[config.mk]
export PLATFORM = sky130hd
export DESIGN_NAME = hazard_unit
export DESIGN_NICKNAME = d
export VERILOG_FILES = /design/src/rtl/hazard_unit.sv
export SDC_FILE = /design/constraint.sdc
export NUM_CORES = 1
export LEC_CHECK = 0
export CAP_MARGIN = 20
export CORE_MARGIN = 5
export CORE_UTILIZATION = 35
export DETAILED_ROUTE_END_ITERATION = 6
export PLACE_DENSITY_LB_ADDON = 0.05
export SLEW_MARGIN = 20
export SYNTH_ARGS = -nofsm -noshare
export SYNTH_HDL_FRONTEND = slang
export SYNTH_SLANG_ARGS = --single-unit
[constraint.sdc]
create_clock -name clk -period 5.6 [get_ports clk]
set_clock_uncertainty 0.05 [all_clocks]
set_input_delay 0.56 -clock clk [delete_from_list [all_inputs] [get_ports clk]]
set_output_delay 0.56 -clock clk [all_outputs]
set_load 0.01 [all_outputs]
[src/rtl/hazard_unit.sv]
// Hazard unit for the 5-stage MIPS pipeline.
// Tracks destination register and remaining Tnew for the instructions in E, M and W.
// From these it produces the same-cycle stall and forwarding-mux selects.
// It also keeps a saturating count of stalled cycles.
module hazard_unit #(
    parameter int CNT_W = 32
) (
    input  logic             clk,
    input  logic             reset,
    input  logic [4:0]       D_rs,
    input  logic [4:0]       D_rt,
    input  logic [4:0]       D_A3,
    input  logic             D_regWrite,
    input  logic [1:0]       D_TuseRs,
    input  logic [1:0]       D_TuseRt,
    input  logic [1:0]       D_Tnew,
    output logic             stall,
    output logic [1:0]       D_fwdRs,
    output logic [1:0]       D_fwdRt,
    output logic [1:0]       E_fwdRs,
    output logic [1:0]       E_fwdRt,
    output logic             M_fwdRt,
    output logic [CNT_W-1:0] stall_count
);

    // Forward-select encoding shared by all 2-bit mux selects
    localparam logic [1:0] SEL_GRF = 2'b00;
    localparam logic [1:0] SEL_M   = 2'b01;
    localparam logic [1:0] SEL_W   = 2'b10;

    localparam logic [CNT_W-1:0] CNT_ONE = CNT_W'(1);
    localparam logic [CNT_W-1:0] CNT_MAX = '1;

    // Per-stage bookkeeping; a bubble is all-zero, and A3 is already gated by regWrite
    logic [4:0] eRs, eRt, eA3;
    logic [1:0] eTnew;
    logic [4:0] mRt, mA3;
    logic [1:0] mTnew;
    logic [4:0] wA3;

    logic [4:0] dA3Eff;

    // Cycles until a result is produced, one stage later
    function automatic logic [1:0] satDec(input logic [1:0] x);
        return (x == 2'd0) ? 2'd0 : x - 2'd1;
    endfunction

    // A register read that cannot be satisfied in time by any forwarding path
    function automatic logic hit(
        input logic [4:0] r,
        input logic [1:0] tuse,
        input logic [4:0] a3E,
        input logic [1:0] tnewE,
        input logic [4:0] a3M,
        input logic [1:0] tnewM
    );
        return (r != 5'd0) &&
               (((r == a3E) && (tuse < tnewE)) || ((r == a3M) && (tuse < tnewM)));
    endfunction

    // M holds a usable result only once its Tnew has run out; M is newer, so it beats W
    function automatic logic [1:0] fwdSel(
        input logic [4:0] r,
        input logic [4:0] a3M,
        input logic [1:0] tnewM,
        input logic [4:0] a3W
    );
        if ((r != 5'd0) && (r == a3M) && (tnewM == 2'd0))
            return SEL_M;
        else if ((r != 5'd0) && (r == a3W))
            return SEL_W;
        else
            return SEL_GRF;
    endfunction

    assign dA3Eff = D_regWrite ? D_A3 : 5'd0;

    // Stall and forward selects from the D inputs and the current stage state
    always_comb begin
        // NOTE: every output gets a default first so no path through the block can infer a latch.
        stall   = 1'b0;
        D_fwdRs = SEL_GRF;
        D_fwdRt = SEL_GRF;
        E_fwdRs = SEL_GRF;
        E_fwdRt = SEL_GRF;
        M_fwdRt = 1'b0;

        stall = hit(D_rs, D_TuseRs, eA3, eTnew, mA3, mTnew) |
                hit(D_rt, D_TuseRt, eA3, eTnew, mA3, mTnew);

        D_fwdRs = fwdSel(D_rs, mA3, mTnew, wA3);
        D_fwdRt = fwdSel(D_rt, mA3, mTnew, wA3);
        E_fwdRs = fwdSel(eRs, mA3, mTnew, wA3);
        E_fwdRt = fwdSel(eRt, mA3, mTnew, wA3);
        M_fwdRt = (mRt != 5'd0) && (mRt == wA3);
    end

    // Advance the bookkeeping one stage per clock and count stalled cycles
    always_ff @(posedge clk) begin
        // NOTE: non-blocking so each stage loads the pre-edge value of the stage before it.
        if (reset) begin
            eRs         <= '0;
            eRt         <= '0;
            eA3         <= '0;
            eTnew       <= '0;
            mRt         <= '0;
            mA3         <= '0;
            mTnew       <= '0;
            wA3         <= '0;
            stall_count <= '0;
        end else begin
            if (stall) begin
                eRs   <= '0;
                eRt   <= '0;
                eA3   <= '0;
                eTnew <= '0;
            end else begin
                eRs   <= D_rs;
                eRt   <= D_rt;
                eA3   <= dA3Eff;
                eTnew <= D_Tnew;
            end
            mRt   <= eRt;
            mA3   <= eA3;
            mTnew <= satDec(eTnew);
            wA3   <= mA3;
            if (stall && (stall_count != CNT_MAX))
                stall_count <= stall_count + CNT_ONE;
        end
    end

endmodule
# After elaboration in Yosys (flattened, before gate mapping)
# Cells that the tools add are included.
word_totals:
  reg_bits: 66
op_classes:
  addsub: 2
  eq_ne: 12
  magnitude_cmp: 4
  n_mux: 8
  reduce_logical: 32
  bitwise_logic: 2
ops:
  columns: ["op", "count"]
  rows:
  - ["$eq A5 B5 Y1", 11]
  - ["$add A32 B1 Y32 const B", 1]
  - ["$ne A32 B32 Y1 const B", 1]
  - ["$reduce_bool A5 Y1", 5]
  - ["$logic_and A1 B1 Y1", 20]
  - ["$mux W2", 8]
  - ["$lt A2 B2 Y1", 4]
  - ["$logic_not A2 Y1", 2]
  - ["$reduce_or A2 Y1", 2]
  - ["$reduce_or A3 Y1", 1]
  - ["$logic_or A1 B1 Y1", 2]
  - ["$sub A2 B1 Y2 const B", 1]
  - ["$not A1 Y1", 1]
  - ["$or A1 B1 Y1", 1]

# Logic depth before layout (Yosys ltp)
# Gate-level depths: netlist of the first run.
logic_depth:
  word_depth: 6
  ltp_mapped: 10

# Least setup slack after synthesis of the first run
# OpenSTA, ideal clock, no wires.
synth_path:
  path_type: "input -> register"
  startpoint: "input D_TuseRs[1]"
  endpoint: "register stall_count[5]"
  setup_time_ps: 121
  stages: 7
  arrival_time_ps: 2052
  slack_ps: 3377
  path_buffers: 1
  t_required_ps: 5429
  cell_sequence: "ha_1 > nor4_2 > nand4_1 > and4_4 > buf_6 > nor4_1 > mux2_2"
synth_between:
  elab_chain_cells: 6
  elab_cells_between_ends: 8
  cone_classes: "2 x order compare; 1 x bitwise; 5 x reduce/logical"
synth_lines:
  columns: ["item", "line_no", "source"]
  rows:
  - ["start, declared", "14", "input logic [1:0] D_TuseRs,"]
  - ["$lt A2 B2 Y1", "58", "(((r == a3E) && (tuse < tnewE)) || ((r == a3M) && (tuse < tnewM)));"]
  - ["$logic_and A1 B1 Y1", "58", null]
  - ["$logic_or A1 B1 Y1 (*)", "58", null]
  - ["$logic_and A1 B1 Y1 (*)", "57", "return (r != 5'd0) &&"]
  - ["$or A1 B1 Y1 (*)", "88", "stall = hit(D_rs, D_TuseRs, eA3, eTnew, mA3, mTnew) |"]
  - ["$logic_and A1 B1 Y1 (*)", "127", "if (stall && (stall_count != CNT_MAX))"]
  - ["end signal, assigned", "128", "stall_count <= stall_count + CNT_ONE;"]
  - ["end, declared", "23", "output logic [CNT_W-1:0] stall_count"]
# Mark *: on every way between the ends. The rest lies on a longest branch, timed or not.
# A chain may end at the register's enable or synchronous reset.

# Final worst setup path of the first run
layout_path:
  startpoint: "input D_rs[0]"
  endpoint: "output stall"
layout_between:
  elab_chain_cells: 5
  elab_cells_between_ends: 8
  cone_classes: "2 x eq/ne; 1 x bitwise; 5 x reduce/logical"
layout_lines:
  columns: ["item", "line_no", "source"]
  rows:
  - ["start, declared", "10", "input logic [4:0] D_rs,"]
  - ["$eq A5 B5 Y1", "58", null]
  - ["$logic_and A1 B1 Y1", "58", null]
  - ["$logic_or A1 B1 Y1", "58", null]
  - ["$logic_and A1 B1 Y1 (*)", "57", null]
  - ["$or A1 B1 Y1 (*)", "88", null]
  - ["end, declared", "17", "output logic stall,"]
# Marked as above.

==> results.sh, run 1 <==
export IMPL_status="completed"
export IMPL_cp_data_required_time_ns=4.99
export IMPL_clockBufferDepth=2
export IMPL_dpl_cell_area_sq_mm=0.004189
export IMPL_grt_max_degree=59
export IMPL_synth_area_top_cells="dfxtp_1 (37%), xor2_1 (7.7%), xnor2_1 (5.2%)"
export IMPL_fin_ws_ns=2.023
export IMPL_drtAntennaViolNets=0
export IMPL_hold_violations=0
export IMPL_tritoncts="yes"
export IMPL_reg2reg_depth=7
export IMPL_synthCells=404
export IMPL_layout_min_cycle_time_ns=3.577
export IMPL_cp_common_cell="clkdlybuf4s50_1"
export IMPL_pre_cts_slack_ns=2.029
export IMPL_die_area_sq_mm=0.01220
export IMPL_critPathBufInv=3
export IMPL_io_pins=66
export IMPL_rsz0062_at_grt="no"
export IMPL_ys_seq_area_share_pct=37.42
export IMPL_final_util_pct=44.93
export IMPL_arrival_ns=2.97
export IMPL_powerDensity_mw_per_mm2=232.9
export IMPL_path_class="in -> out"
export IMPL_synth_cell_types=41
export IMPL_drt_wl_total_um=9408
export IMPL_syn_num_nets=434
export IMPL_cts_sinks=66
export IMPL_hold_ws_ns=0.3717
export IMPL_syn_area_sq_mm=0.003531
export IMPL_post_cts_resized=0
export IMPL_r2r_end="stall_count[8]"
export IMPL_diodes=0
export IMPL_dr_total_vias=3078
export IMPL_synth_edff_count=0
export IMPL_post_cts_buffers=0
export IMPL_power_total_mw=1.027
export IMPL_final_setup_tns_ns=0
export IMPL_wire_per_inst_um=15.87
export IMPL_core_sq_mm=0.009819
export IMPL_syn_mean_instance_area_sq_um=8.740
export IMPL_fin_area_sq_mm=0.004412
export IMPL_async_reset_ff_share_pct=0
export IMPL_drv_cap=0
export IMPL_slew_violations=0
export IMPL_dp_hpwl_um=6757
export IMPL_p_leak_nw=1.525
export IMPL_crit_start="D_rs[0]"
export IMPL_ys_flop_type="dfxtp_1"
export IMPL_dieWidth_um=110.4
export IMPL_nNetsFinal=485
export IMPL_path_delay_family="buffers and inverters"
export IMPL_initialDrtViolationCount=215
export IMPL_h_tree_depth=3
export IMPL_synthToLayoutAreaGrowth_pct=24.95
export IMPL_hold_class="reg -> reg"
export IMPL_overflow=0
export IMPL_ir_drop_mv=0.1107
export IMPL_start_kind="input port"
export IMPL_grt_antenna_before_repair=0
export IMPL_synth_top_area_share_pct=37.42
export IMPL_num_rows=36
export IMPL_placed_cells=576
export IMPL_port_buffers=65
export IMPL_yosysWarnings=0
export IMPL_die_h_um=110.4
export IMPL_clkTransAtPathRegs_ns=0.08
export IMPL_dr_pass1_iters=4
export IMPL_start_util_pct=35.96
export IMPL_crit_chain="clkdlybuf4s50_1 > nor3_1 > nand2_1 > nand4_1 > and4_4 > inv_1 > clkdlybuf4s50_1"
export IMPL_cts_buffers=9
export IMPL_drive_gt1_share_pct=8.043
export IMPL_ys_seq_elements=66
export IMPL_yosys_area_top_type="dfxtp_1"
export IMPL_worstMarginPinSlew_ns=0.7428
export IMPL_relSlewSlack_pct=50.21
export IMPL_route_detailed_drc=0
export IMPL_ctsHoldBuffers=0
export IMPL_final_cells=593
export IMPL_r2r_slack_ns=2.93
export IMPL_crit_path_max_fanout=58
export IMPL_via_per_inst=5.191
export IMPL_holdPathEnd="mTnew[0]"
export IMPL_min_period_over_period_pct=63.87
export IMPL_r2r_start="stall_count[0]"
export IMPL_fmax_ghz=0.2796
export IMPL_hold_depth=1
export IMPL_grt_usage_pct=15.37
export IMPL_hold_start="eTnew[0]"
export IMPL_cp_end_kind="output port"
export IMPL_finalSetupViolations=0
export IMPL_cp_slowest_stage_delay_ns=0.58
export IMPL_clk_latency_ns=0.34
export IMPL_cp_slowest_cell="and4_4"
export IMPL_first_global_vias=2982
export IMPL_grt_pass1_wl_um=15510
export IMPL_gp_congestion=0.8232
export IMPL_cts_root_buf="clkbuf_8"
worst max-delay path by stage:
stage	cells after the start	slack (ns)	endpoint
after floorplan	7	3.38	stall_count[5]
after global placement	7	2.06	stall
after detailed placement	7	2.03	stall
after CTS	7	2.02	stall
after global routing	7	1.89	stall
final	7	2.02	stall
report_power, final:
| group | internal [mW] | switching [mW] |
|---|---|---|
| logic | 0.0576 | 0.0565 |
| clock network | 0.219 | 0.199 |
| registers | 0.481 | 0.0146 |
| total | 0.757 | 0.270 |
logic make-up (layout without fill, tap and decap cells):
| family | count (synthesis) | in the layout | synth area share (%) |
|---|---|---|---|
| simple gates | 178 | 178 | 30.23 |
| buf+inv | 33 | 89 | 5.103 |
| fa+ha+maj | 6 | 6 | 2.126 |
| xor+xnor | 52 | 52 | 12.90 |
| flops | 66 | 66 | 37.42 |
| compound gates | 63 | 63 | 10.31 |
| mux | 6 | 6 | 1.913 |
state kept, by name (all words and copies together), names as in the netlist:
register     count
stall_count     32
eA3              5
eRs              5
eRt              5
mA3              5
mRt              5
wA3              5
eTnew            2
mTnew            2
placed cells by master, fill, tap and decap left out, types with 2 or more instances in the layout:
cell / netlist / routed
a211oi_2: 2 / 2
a21oi_1: 31 / 31
and2_1: 13 / 13
and3_1: 10 / 10
and4_4: 2 / 2
clkbuf_8: 0 / 10
clkdlybuf4s50_1: 0 / 64
clkinv_2: 0 / 2
dfxtp_1: 66 / 66
ha_1: 6 / 6
inv_1: 7 / 7
mux2_1: 2 / 2
mux2_2: 4 / 4
nand2_1: 12 / 12
nand2b_1: 2 / 2
nand3_1: 17 / 17
nand4_1: 20 / 20
nor2_1: 18 / 18
nor2b_1: 20 / 20
nor3_1: 10 / 10
nor3_2: 3 / 3
nor3b_1: 2 / 2
nor4_1: 13 / 13
o21ai_0: 18 / 18
o31ai_1: 9 / 9
or2_2: 2 / 2
or3_1: 15 / 15
or4_1: 11 / 11
xnor2_1: 21 / 21
xor2_1: 31 / 31
cells in the mapped netlist (2+ instances only):
library cell	n
a21oi_1	31
nor3_1	10
nor3b_1	2
nor2_1	18
and2_1	13
or2_2	2
xnor2_1	21
ha_1	6
and4_4	2
buf_2	3
a211oi_2	2
clkbuf_1	16
inv_1	7
buf_6	7
nor4_1	13
xor2_1	31
dfxtp_1	66
nor3_2	3
o31ai_1	9
mux2_2	4
o21ai_0	18
nand4_1	20
nor2b_1	20
nand2_1	12
mux2_1	2
or4_1	11
or3_1	15
and3_1	10
nand2b_1	2
nand3_1	17
layer usage:
layer  vias up  GRT usage [%]  part of all wire (%)
met4         0          2.956                  0.78
met2        62          23.06                    44
met5         -              0                     0
met1      1456          21.93                    50
met3         6          4.540                   4.5
li1       1554              -                     -
cell type report:
class                      instances  area, sq um
clock buffer                      10        137.6
clock inverter                     6        65.06
fill                            1026         5408
inverter                           7        26.28
multi-input combinational        305         2029
sequential                        66         1321
tap                              133        166.4
timing repair buffer              66        665.6
worst reg2reg max path: stages, from the launching register on:
cell     delay, ns
dfxtp_1       0.41
ha_1          0.23
nand4_1       0.18
nor4_1        0.46
nand3_1       0.58
nand2_1       0.44
or4_1         0.16
a21oi_1       0.05
No activity file was read; power rests on OpenSTA's default activity.
==> run 2: changes to the inputs <==
==> constraint.sdc (replaced) <==
create_clock -name clk -period 3.11 [get_ports clk]
set_clock_uncertainty 0.05 [all_clocks]
set_input_delay 0.311 -clock clk [delete_from_list [all_inputs] [get_ports clk]]
set_output_delay 0.311 -clock clk [all_outputs]
set_load 0.01 [all_outputs]
==> run 2 against run 1 <==
Against the previous run:
- sequential share of layout area down 0.33 points
- die area stayed put
- wire length decreased by 4.9%
- cell count rose by 1.2%
- via count fell by 1.4%
- first-iteration DRC count is 57% lower
- power up 80%
- critical path depth is the same
- sequential power up 80%
- largest power group unchanged
==> results.sh, run 2 (same netlist as run 1, synthesis figures left out) <==
export IMPL_die_h_um=110.4
export IMPL_seqPwrFrac_pct=48.2
export IMPL_cts_buffers=9
export IMPL_regArea_sq_mm=0.001321
export IMPL_synthToLayoutAreaGrowth_pct=26.33
export IMPL_p_comb_share_pct=10.8
export IMPL_pwr_share_clk_pct=41.0
export IMPL_dieWidth_um=110.4
export IMPL_grt_max_degree=58
export IMPL_num_rows=36
export IMPL_switchingPower_mw=0.4484
export IMPL_via_per_inst=5.058
export IMPL_final_setup_tns_ns=0
export IMPL_crit_start="D_rt[0]"
export IMPL_largest_reg_flops=32
export IMPL_route_detailed_drc=0
export IMPL_drive_gt1_share_pct=9.208
export IMPL_dpl_cell_area_sq_mm=0.004257
export IMPL_grt_usage_pct=14.66
export IMPL_cts_root_buf="clkbuf_8"
export IMPL_h_tree_depth=3
export IMPL_initialDrtViolationCount=92
export IMPL_tritoncts="yes"
export IMPL_diodes=0
export IMPL_top_register="stall_count"
export IMPL_finalSetupViolations=0
export IMPL_ctsHoldBuffers=0
export IMPL_swShare_pct=24.24
export IMPL_multiInputGateArea_sq_mm=0.002029
export IMPL_cp_slowest_stage_delay_ns=0.60
export IMPL_r2r_start="mA3[4]"
export IMPL_clkTransAtPathRegs_ns=0.08
export IMPL_clk_latency_ns=0.34
export IMPL_gp_congestion=0.8526
export IMPL_pre_cts_slack_ns=0.2558
export IMPL_met2_usage_pct=21.84
export IMPL_dr_total_vias=3035
export IMPL_p_leak_nw=1.562
export IMPL_intPower_mw=1.402
export IMPL_grt_pass1_wl_um=14920
export IMPL_layout_commonest_cell="dfxtp_1"
export IMPL_layout_min_cycle_time_ns=2.759
export IMPL_ir_drop_mv=0.1564
export IMPL_cp_end_kind="output port"
export IMPL_fin_area_sq_mm=0.004461
export IMPL_start_util_pct=35.96
export IMPL_port_buffers=65
export IMPL_post_cts_buffers=0
export IMPL_grt_use_met3_pct=3.118
export IMPL_grt_busiest_layer="met2"
export IMPL_cp_common_cell="clkdlybuf4s50_1"
export IMPL_min_period_over_period_pct=88.73
export IMPL_drt_wl_total_um=8943
export IMPL_arrival_ns=2.40
export IMPL_core_sq_mm=0.009819
export IMPL_crit_chain="clkdlybuf4s50_1 > nor3_1 > a211oi_2 > nand2_1 > nor2_1 > nor4_1 > clkdlybuf4s50_1"
export IMPL_fin_ws_ns=0.3505
export IMPL_relSlewSlack_pct=66.64
export IMPL_post_cts_resized=0
export IMPL_clockBufferDepth=2
export IMPL_wire_per_inst_um=14.91
export IMPL_cp_slowest_cell="clkdlybuf4s50_1"
export IMPL_n_fill_cell=1013
export IMPL_layout_common_cells="dfxtp_1 (66), clkdlybuf4s50_1 (64), xor2_1 (31), a21oi_1 (31), xnor2_1 (21)"
export IMPL_crit_path_max_fanout=5
export IMPL_nNetsFinal=493
export IMPL_overflow=0
export IMPL_hold_start="reset"
export IMPL_worstMarginPinSlew_ns=0.5004
export IMPL_hold_class="in -> reg"
export IMPL_powerDensity_mw_per_mm2=414.7
export IMPL_cts_sinks=66
export IMPL_grt_antenna_before_repair=0
export IMPL_drv_cap=0
export IMPL_slew_violations=0
export IMPL_drtAntennaViolNets=0
export IMPL_fmax_ghz=0.3624
export IMPL_hold_violations=0
export IMPL_power_total_mw=1.850
export IMPL_status="completed"
export IMPL_die_area_sq_mm=0.01220
export IMPL_rsz0062_at_grt="no"
export IMPL_first_global_vias=2936
export IMPL_grt_use_met1_pct=20.84
export IMPL_final_util_pct=45.43
export IMPL_path_class="in -> out"
export IMPL_start_kind="input port"
export IMPL_dr_pass1_iters=4
export IMPL_dp_hpwl_um=6582
export IMPL_io_pins=66
export IMPL_cp_data_required_time_ns=2.75
[run 2: critical path: cells and delay by family]
kind	cells	cell delay [ns]
AOI/OAI and AO/OA	1	0.13
buffers and inverters	2	1.14
and+or+nand+nor	4	0.82
[run 2: stage by stage]
| step | hold WS [ns] | cells |
|---|---|---|
| floorplan | 0.3496 | 404 |
| global placement | 0.3572 | 585 |
| detailed placement | 0.3679 | 585 |
| CTS | 0.3360 | 600 |
| global route | 0.3670 | 600 |
| finish | 0.3418 | 600 |
[run 2: layout make-up]
class / count / share of cell area [%]
flip-flops and latches: 66 / 29.62
inverters: 7 / 0.5891
multi-input cells: 305 / 45.50
clock buffers: 13 / 3.787
well taps: 133 / 3.731
clock inverters: 2 / 0.7854
repair buffers: 74 / 15.99
[run 2: power by group through the flow]
stage | combinational (mW) | clock, mW | sequential (mW)
global route | 0.226 | 0.810 | 0.895
global placement | 0.202 | 0 | 0.912
floorplan | 0.130 | 0 | 0.900
finish | 0.201 | 0.758 | 0.892
CTS | 0.203 | 0.779 | 0.892
detailed placement | 0.203 | 0 | 0.912
[run 2: final timing paths]
path	slack, ns	endpoint	cells past startpoint
setup / recovery	0.35	D_fwdRt[1]	7
hold reg to reg	0.38	mTnew[0]	1
hold / removal	0.34	stall_count[11]	2
setup reg to reg	0.75	stall_count[5]	7
[run 2: routing by layer]
| layer | vias to the layer above | wire length (um) |
|---|---|---|
| met5 | - | 0 |
| met3 | 10 | 417 |
| met4 | 0 | 110 |
| met2 | 67 | 3812 |
| li1 | 1565 | - |
| met1 | 1393 | 4603 |
